`src/rtl/detect_top.sv`:
```
// Two-stage pixel pipeline: RGB to grey conversion, then threshold or pass-through.
// Each of the three output channels carries the same 8-bit result.
module detect_top #(
  parameter int unsigned PIXEL_SIZE = 23,
  parameter int unsigned THRESHOLD  = 128,
  parameter int unsigned OUT_MODE   = 1
) (
  input  logic                clk,
  input  logic                reset,
  input  logic                en,
  input  logic [PIXEL_SIZE:0] data,
  output logic [PIXEL_SIZE:0] out
);

  localparam int unsigned W   = PIXEL_SIZE + 1;
  localparam logic [7:0]  THR = 8'(THRESHOLD);

  logic [15:0]  sum_d;
  logic [7:0]   grey_d;
  logic [7:0]   grey_q;
  logic         v1_d;
  logic         v1_q;
  logic [7:0]   v_d;
  logic [W-1:0] out_d;
  logic [W-1:0] out_q;

  // Stage 1 combinational: weighted grey sum; 77+150+29 = 256, so the sum fits in 16 bits.
  always_comb begin
    sum_d  = 16'd77  * {8'd0, data[23:16]}
           + 16'd150 * {8'd0, data[15:8]}
           + 16'd29  * {8'd0, data[7:0]};
    grey_d = 8'(sum_d >> 8);
    v1_d   = 1'b1;
  end

  // Stage 2 combinational: binarize or pass grey, gated by the stage-1 valid flag.
  always_comb begin
    v_d   = grey_q;
    out_d = '0;
    if (OUT_MODE != 0) begin
      v_d = (grey_q >= THR) ? 8'hFF : 8'h00;
    end
    if (v1_q) begin
      out_d = W'({v_d, v_d, v_d});
    end
  end

  // Pipeline registers: reset clears everything, otherwise advance only when enabled.
  always_ff @(posedge clk) begin
    if (reset) begin
      grey_q <= '0;
      v1_q   <= 1'b0;
      out_q  <= '0;
    end else if (en) begin
      grey_q <= grey_d;
      v1_q   <= v1_d;
      out_q  <= out_d;
    end
  end

  assign out = out_q;

endmodule

```
`config.mk`:
```
export PLATFORM = sky130hd
export DESIGN_NAME = detect_top
export DESIGN_NICKNAME = d
export VERILOG_FILES = /design/src/rtl/detect_top.sv
export SDC_FILE = /design/constraint.sdc
export NUM_CORES = 1
export LEC_CHECK = 0
export CORE_ASPECT_RATIO = 0.9
export CORE_MARGIN = 5
export CORE_UTILIZATION = 45
export CTS_CLUSTER_SIZE = 25
export DETAILED_ROUTE_END_ITERATION = 10
export HOLD_SLACK_MARGIN = 0.05
export PLACE_DENSITY = 0.69
export SYNTH_ARGS = -nofsm -noshare
export SYNTH_HDL_FRONTEND = slang
export SYNTH_SLANG_ARGS = --single-unit
```
`constraint.sdc`:
```
create_clock -name clk -period 17.95 [get_ports clk]
set_input_delay 3.59 -clock clk [delete_from_list [all_inputs] [get_ports clk]]
set_output_delay 3.59 -clock clk [all_outputs]
set_load 0.01 [all_outputs]
```
==> out/qor.yml, run 1 <==
htreeDepth: 1
routedWlPerCell_um: 12.4
comb_power_share: 0.947
rsz0062_at_grt: "no"
critPathLaunchType: "input pin"
drive_gt1_frac: 0.0279
outcome: "finished, final reports clean"
grt_antenna_before_repair: 0
numCtsBuffers: 3
worstMarginPinSlew_ns: 0.667
gp_congestion: 0.780
p_int_uw: 260
clockBufferDepth: 2
nFillCells: 668
die_h_um: 90.4
yosys_warnings: 0
ys.flop_type: "dfxtp_1"
antenna-diode-count: 0
vias: 2122
cp-end-kind: "flop"
p_sw_frac: 0.514
ys_types: 41
period_minus_slack_ns: 9.70
power_leakage_nw: 1.97
grt_pass1_vias: 2179
p_per_area_nw_per_um2: 144
syn2layout_area_growth_pct: 14.9
setup_viol: 0
hold_path.class: "flop to flop"
grt_pass1_wl_um: 10100
cts_tree: "yes"
start_util: 0.459
yosysTopAreaCellShare: 0.341
grt_overflow: 0
fin_nets: 526
ir_drop_uv: 108
numPortBuffers: 50
final_max_slew_viol_count: 0
ctsResizeCount: 0
ant_nets: 0
finalHoldViolCount: 0
post_cts_buffers: 0
cp.required_ns: 18.04
hold_buffers: 0
ys_ff_latch: 3
max_freq_mhz: 103
maxCapViolations: 0
crit_type: "input pin to flop"
track_usage: 0.136
synth_nets: 496
yosys-top-cells-area: "fa_1 34%, ha_1 33%, inv_1 10%"
period_share: 0.540
ys_seq_area_frac: 0.0186
path_clk_slew_ns: 0.03
rows: 29
coreArea_um2: 7040
setup_tns_ns: 0
clk_latency_ns: 0.21
cts_sinks: 3
dieArea_um2: 8980
p_total_uw: 534
synth_largest_area_cell: "fa_1"
grt_max_degree: 26
synth.avg_cell_area_um2: 9.79
syn_area_um2: 3230
wl_um: 5610
ys_top_cells_by_count: "89 x inv_1, 84 x ha_1, 55 x fa_1, 23 x buf_4, 9 x a21oi_1"
io_pins: 51
power_frac_seq: 0.016
drtIter0Drc: 42
drt_first_pass_iters: 4
synthArstFlopShare: 0
viasPerCell: 4.69
yosysMostFrequentCell: "inv_1"
synthCells: 330
hpwl_um: 5350
cp_max_fo: 4
crit_arrival_ns: 9.79
drc: 0
slew_headroom: 0.555
cts_root_buf: "clkbuf_8"
netSwitchingPower_uw: 275
fin_worst_skew_ns: 0.0000428
synth_edf_count: 0
die_w_um: 99.3
clkPwrFrac: 0.037
-- critical path, cell delays in order --
cell	delay [ns]
clkdlybuf4s50_1	0.48
ha_1	0.33
ha_1	0.27
inv_1	0.05
fa_1	0.53
inv_1	0.05
fa_1	0.45
ha_1	0.34
xnor2_1	0.21
fa_1	0.47
fa_1	0.52
inv_1	0.05
fa_1	0.46
fa_1	0.54
inv_1	0.04
ha_1	0.18
or3_1	0.36
o2111a_1	0.26
o31ai_4	0.22
a21oi_1	0.11
o21ai_1	0.14
o311ai_1	0.10
-- logic make-up (layout without fill, tap and decap cells) --
logic type | count (synthesis) | count (layout) | share of synthesized area
buffers and inverters | 114 | 143 | 0.159
AND/OR/NAND/NOR | 35 | 35 | 0.0561
AO/OA/AOI/OAI | 29 | 29 | 0.0732
adder cells (fa/ha/maj) | 139 | 139 | 0.666
XOR/XNOR | 10 | 10 | 0.0271
flip-flops | 3 | 3 | 0.0186
-- final cells by class --
type / instances / area [um2] / area share
clock buffers: 4 / 45.0 / 0.0121
inverters: 89 / 334 / 0.0900
multi-input cells: 213 / 2660 / 0.716
flip-flops and latches: 3 / 60.1 / 0.0162
well taps: 93 / 116 / 0.0313
repair buffers: 50 / 500 / 0.135
-- sequential cells by signal, summed over array words and instances, names as in the netlist --
signal  count
grey_q      1
out         1
v1_q        1
-- layout by cell type (no fill, tap or decap), drive strengths merged, types with 2 or more instances in the layout --
cell type      instances
nor2                   8
nand2                  5
xnor2                  5
a21o                   3
dfxtp                  3
inv                   89
ha                    84
clkdlybuf4s50         50
o31ai                  2
nand2b                 3
o211a                  2
a211oi                 2
a21oi                 10
clkbuf                 4
xor2                   5
nand3                  4
fa                    55
or2                    2
or3                    2
nor3                   4
-- power groups by stage --
stage / Combinational, mW / Sequential [mW] / Clock (mW)
CTS: 0.519 / 0.00859 / 0.0202
finish: 0.506 / 0.00857 / 0.0195
global placement: 0.498 / 0.00860 / 0
floorplan: 0.400 / 0.00851 / 0
detailed placement: 0.514 / 0.00868 / 0
global route: 0.597 / 0.00878 / 0.0216
-- through the flow --
stage,worst slack (ns),cell area (um2),std cells,utilization,hold slack (ns)
floorplan,8.78,3230,330,-,0.435
global placement,8.08,3670,448,0.521,0.449
detailed placement,8.04,3670,448,0.521,0.456
CTS,8.21,3710,452,0.528,0.465
global route,7.98,3710,452,0.528,0.492
finish,8.25,3710,452,0.528,0.462
-- layer usage --
layer	GRT usage	share of wire	vias up
li1	-	-	1081
met1	0.193	0.50	1025
met2	0.228	0.47	16
met3	0.0224	0.027	0
met4	0.00683	0	0
met5	0	0	-
-- path summary, 6_finish.rpt --
check            from  slack (ns)  depth (start not counted)        end
max          data[12]        8.25                         22  grey_q[7]
min              v1_q        0.46                          2       v1_q
max reg2reg   out[22]       16.90                          2    out[22]
min reg2reg      v1_q        0.46                          2       v1_q
No activity file was read; power rests on OpenSTA's default activity.
==> inputs of run 2 (changes only) <==
--- a/config.mk
+++ b/config.mk
@@ -11,7 +11,7 @@
 export CTS_CLUSTER_SIZE = 25
 export DETAILED_ROUTE_END_ITERATION = 10
 export HOLD_SLACK_MARGIN = 0.05
-export PLACE_DENSITY = 0.69
+export PLACE_DENSITY = 0.71
 export SYNTH_ARGS = -nofsm -noshare
 export SYNTH_HDL_FRONTEND = slang
 export SYNTH_SLANG_ARGS = --single-unit
==> constraint.sdc (replaced) <==
create_clock -name clk -period 8.12 [get_ports clk]
set_input_delay 1.624 -clock clk [delete_from_list [all_inputs] [get_ports clk]]
set_output_delay 1.624 -clock clk [all_outputs]
set_load 0.01 [all_outputs]
==> run 2 against run 1 <==
Compared with the run above:
- total power rose by 130%
- cell count increased by 0.44%
- largest cell class unchanged
- design area increased by 0.40%
- largest power group unchanged
- critical endpoint unchanged
- count of clock-buffer cells in the layout unchanged
- critical path type unchanged
- worst hold slack improved by 0.010 ns
- worst setup slack worse by 7.9 ns
- sequential power grew 120%
==> out/qor.yml, run 2 (synthesized netlist as in run 1, its figures left out) <==
final_max_slew_viol_count: 0
numPortBuffers: 50
io_pins: 51
netSwitchingPower_uw: 625
power_frac_seq: 0.016
gp_congestion: 0.823
vias: 2156
grt_pass1_wl_um: 10700
cts_tree: "yes"
holdPathEnd: "v1_q"
hold_buffers: 0
power_leakage_nw: 1.98
viasPerCell: 4.75
setup_tns_ns: 0
period_minus_slack_ns: 7.79
final_util: 0.530
holdWs_ns: 0.472
rsz0062_at_grt: "no"
drtIter0Drc: 52
p_sw_frac: 0.518
cts_root_buf: "clkbuf_8"
hp-start: "v1_q"
cp.required_ns: 8.24
die_h_um: 90.4
slew_headroom: 0.563
clockBufferDepth: 2
coreArea_um2: 7040
start_util: 0.459
fin_worst_skew_ns: 0.000120
final_common_cell: "inv_1"
hpwl_um: 5670
track_usage: 0.144
r2r_setup_slack_ns: 7.07
clk_latency_ns: 0.22
nFillCells: 663
setup_viol: 0
final_cell_mix: "89 x inv_1, 84 x ha_1, 55 x fa_1"
hold_path.class: "flop to flop"
grt_antenna_before_repair: 0
drc: 0
worstMarginPinSlew_ns: 0.654
p_per_area_nw_per_um2: 324
drive_gt1_frac: 0.0332
drt_first_pass_iters: 4
grt_overflow: 0
path_clk_slew_ns: 0.03
grt_pass1_vias: 2338
outcome: "finished, final reports clean"
syn2layout_area_growth_pct: 15.4
die_w_um: 99.3
r2r-start: "out[22]"
crit_arrival_ns: 7.91
wl_um: 5970
critPathLaunchType: "input pin"
comb_power_share: 0.948
ant_nets: 0
rows: 29
cp_max_fo: 4
r2r-end: "out[22]"
dieArea_um2: 8980
ir_drop_uv: 276
ctsResizeCount: 0
maxCapViolations: 0
r2r_cells: 2
worstHoldPathCells: 2
crit_type: "input pin to flop"
max_freq_mhz: 128
grt_max_degree: 26
cts_sinks: 3
htreeDepth: 1
fin_nets: 528
period_share: 0.959
numCtsBuffers: 3
finalHoldViolCount: 0
p_int_uw: 582
clkPwrFrac: 0.037
antenna-diode-count: 0
post_cts_buffers: 0
cp-end-kind: "flop"
routedWlPerCell_um: 13.2
[run 2: worst max path at each step]
stage / from / end / slack [ns] / cells after the start
global placement: data[14] / grey_q[7] / 0.23 / 21
global route: data[14] / grey_q[7] / 0.1 / 22
finish: data[14] / grey_q[7] / 0.33 / 21
floorplan: data[12] / grey_q[7] / 0.92 / 21
detailed placement: data[14] / grey_q[7] / 0.12 / 22
CTS: data[14] / grey_q[7] / 0.28 / 21
[run 2: layout make-up]
cell class,instances,area (um2),area share
Inverter,89,334,0.0896
Sequential cell,3,60.1,0.0161
Tap cell,93,116,0.0312
Multi-Input combinational cell,213,2660,0.713
Timing Repair Buffer,52,515,0.138
Clock buffer,4,45.0,0.0121
[run 2: power groups by stage]
stage,Sequential (mW),Combinational (mW),Clock [mW]
floorplan,0.0188,0.885,0
global placement,0.0190,1.10,0
detailed placement,0.0191,1.15,0
CTS,0.0191,1.16,0.0455
global route,0.0195,1.35,0.0478
finish,0.0190,1.14,0.0442
[run 2: layer usage]
layer	vias to the layer above	track usage	routed length, um
met3	2	0.0154	190
met4	0	0.0137	17
met1	1037	0.196	2830
met2	27	0.254	2930
met5	-	0	0
li1	1090	-	-
[run 2: worst max-delay path, cell delays in order]
cell and delay (ns):
clkdlybuf4s50_1 0.54, ha_1 0.26, ha_1 0.27, inv_1 0.05, fa_1 0.53, inv_1 0.05, fa_1 0.46, ha_1 0.35
xnor2_1 0.23, fa_1 0.47, fa_1 0.52, inv_1 0.05, fa_1 0.46, fa_1 0.55, inv_1 0.04, ha_1 0.19
or3_1 0.36, o2111a_1 0.27, o31ai_4 0.22, a21oi_1 0.11, o311ai_1 0.28
[run 2: stage by stage]
stage,power (mW),setup slack (ns),instances,cell area [um2]
finish,1.21,0.331,454,3730
global route,1.42,0.0976,454,3730
global placement,1.12,0.231,450,3680
detailed placement,1.17,0.119,450,3680
CTS,1.23,0.278,454,3730
floorplan,0.903,0.920,330,3230
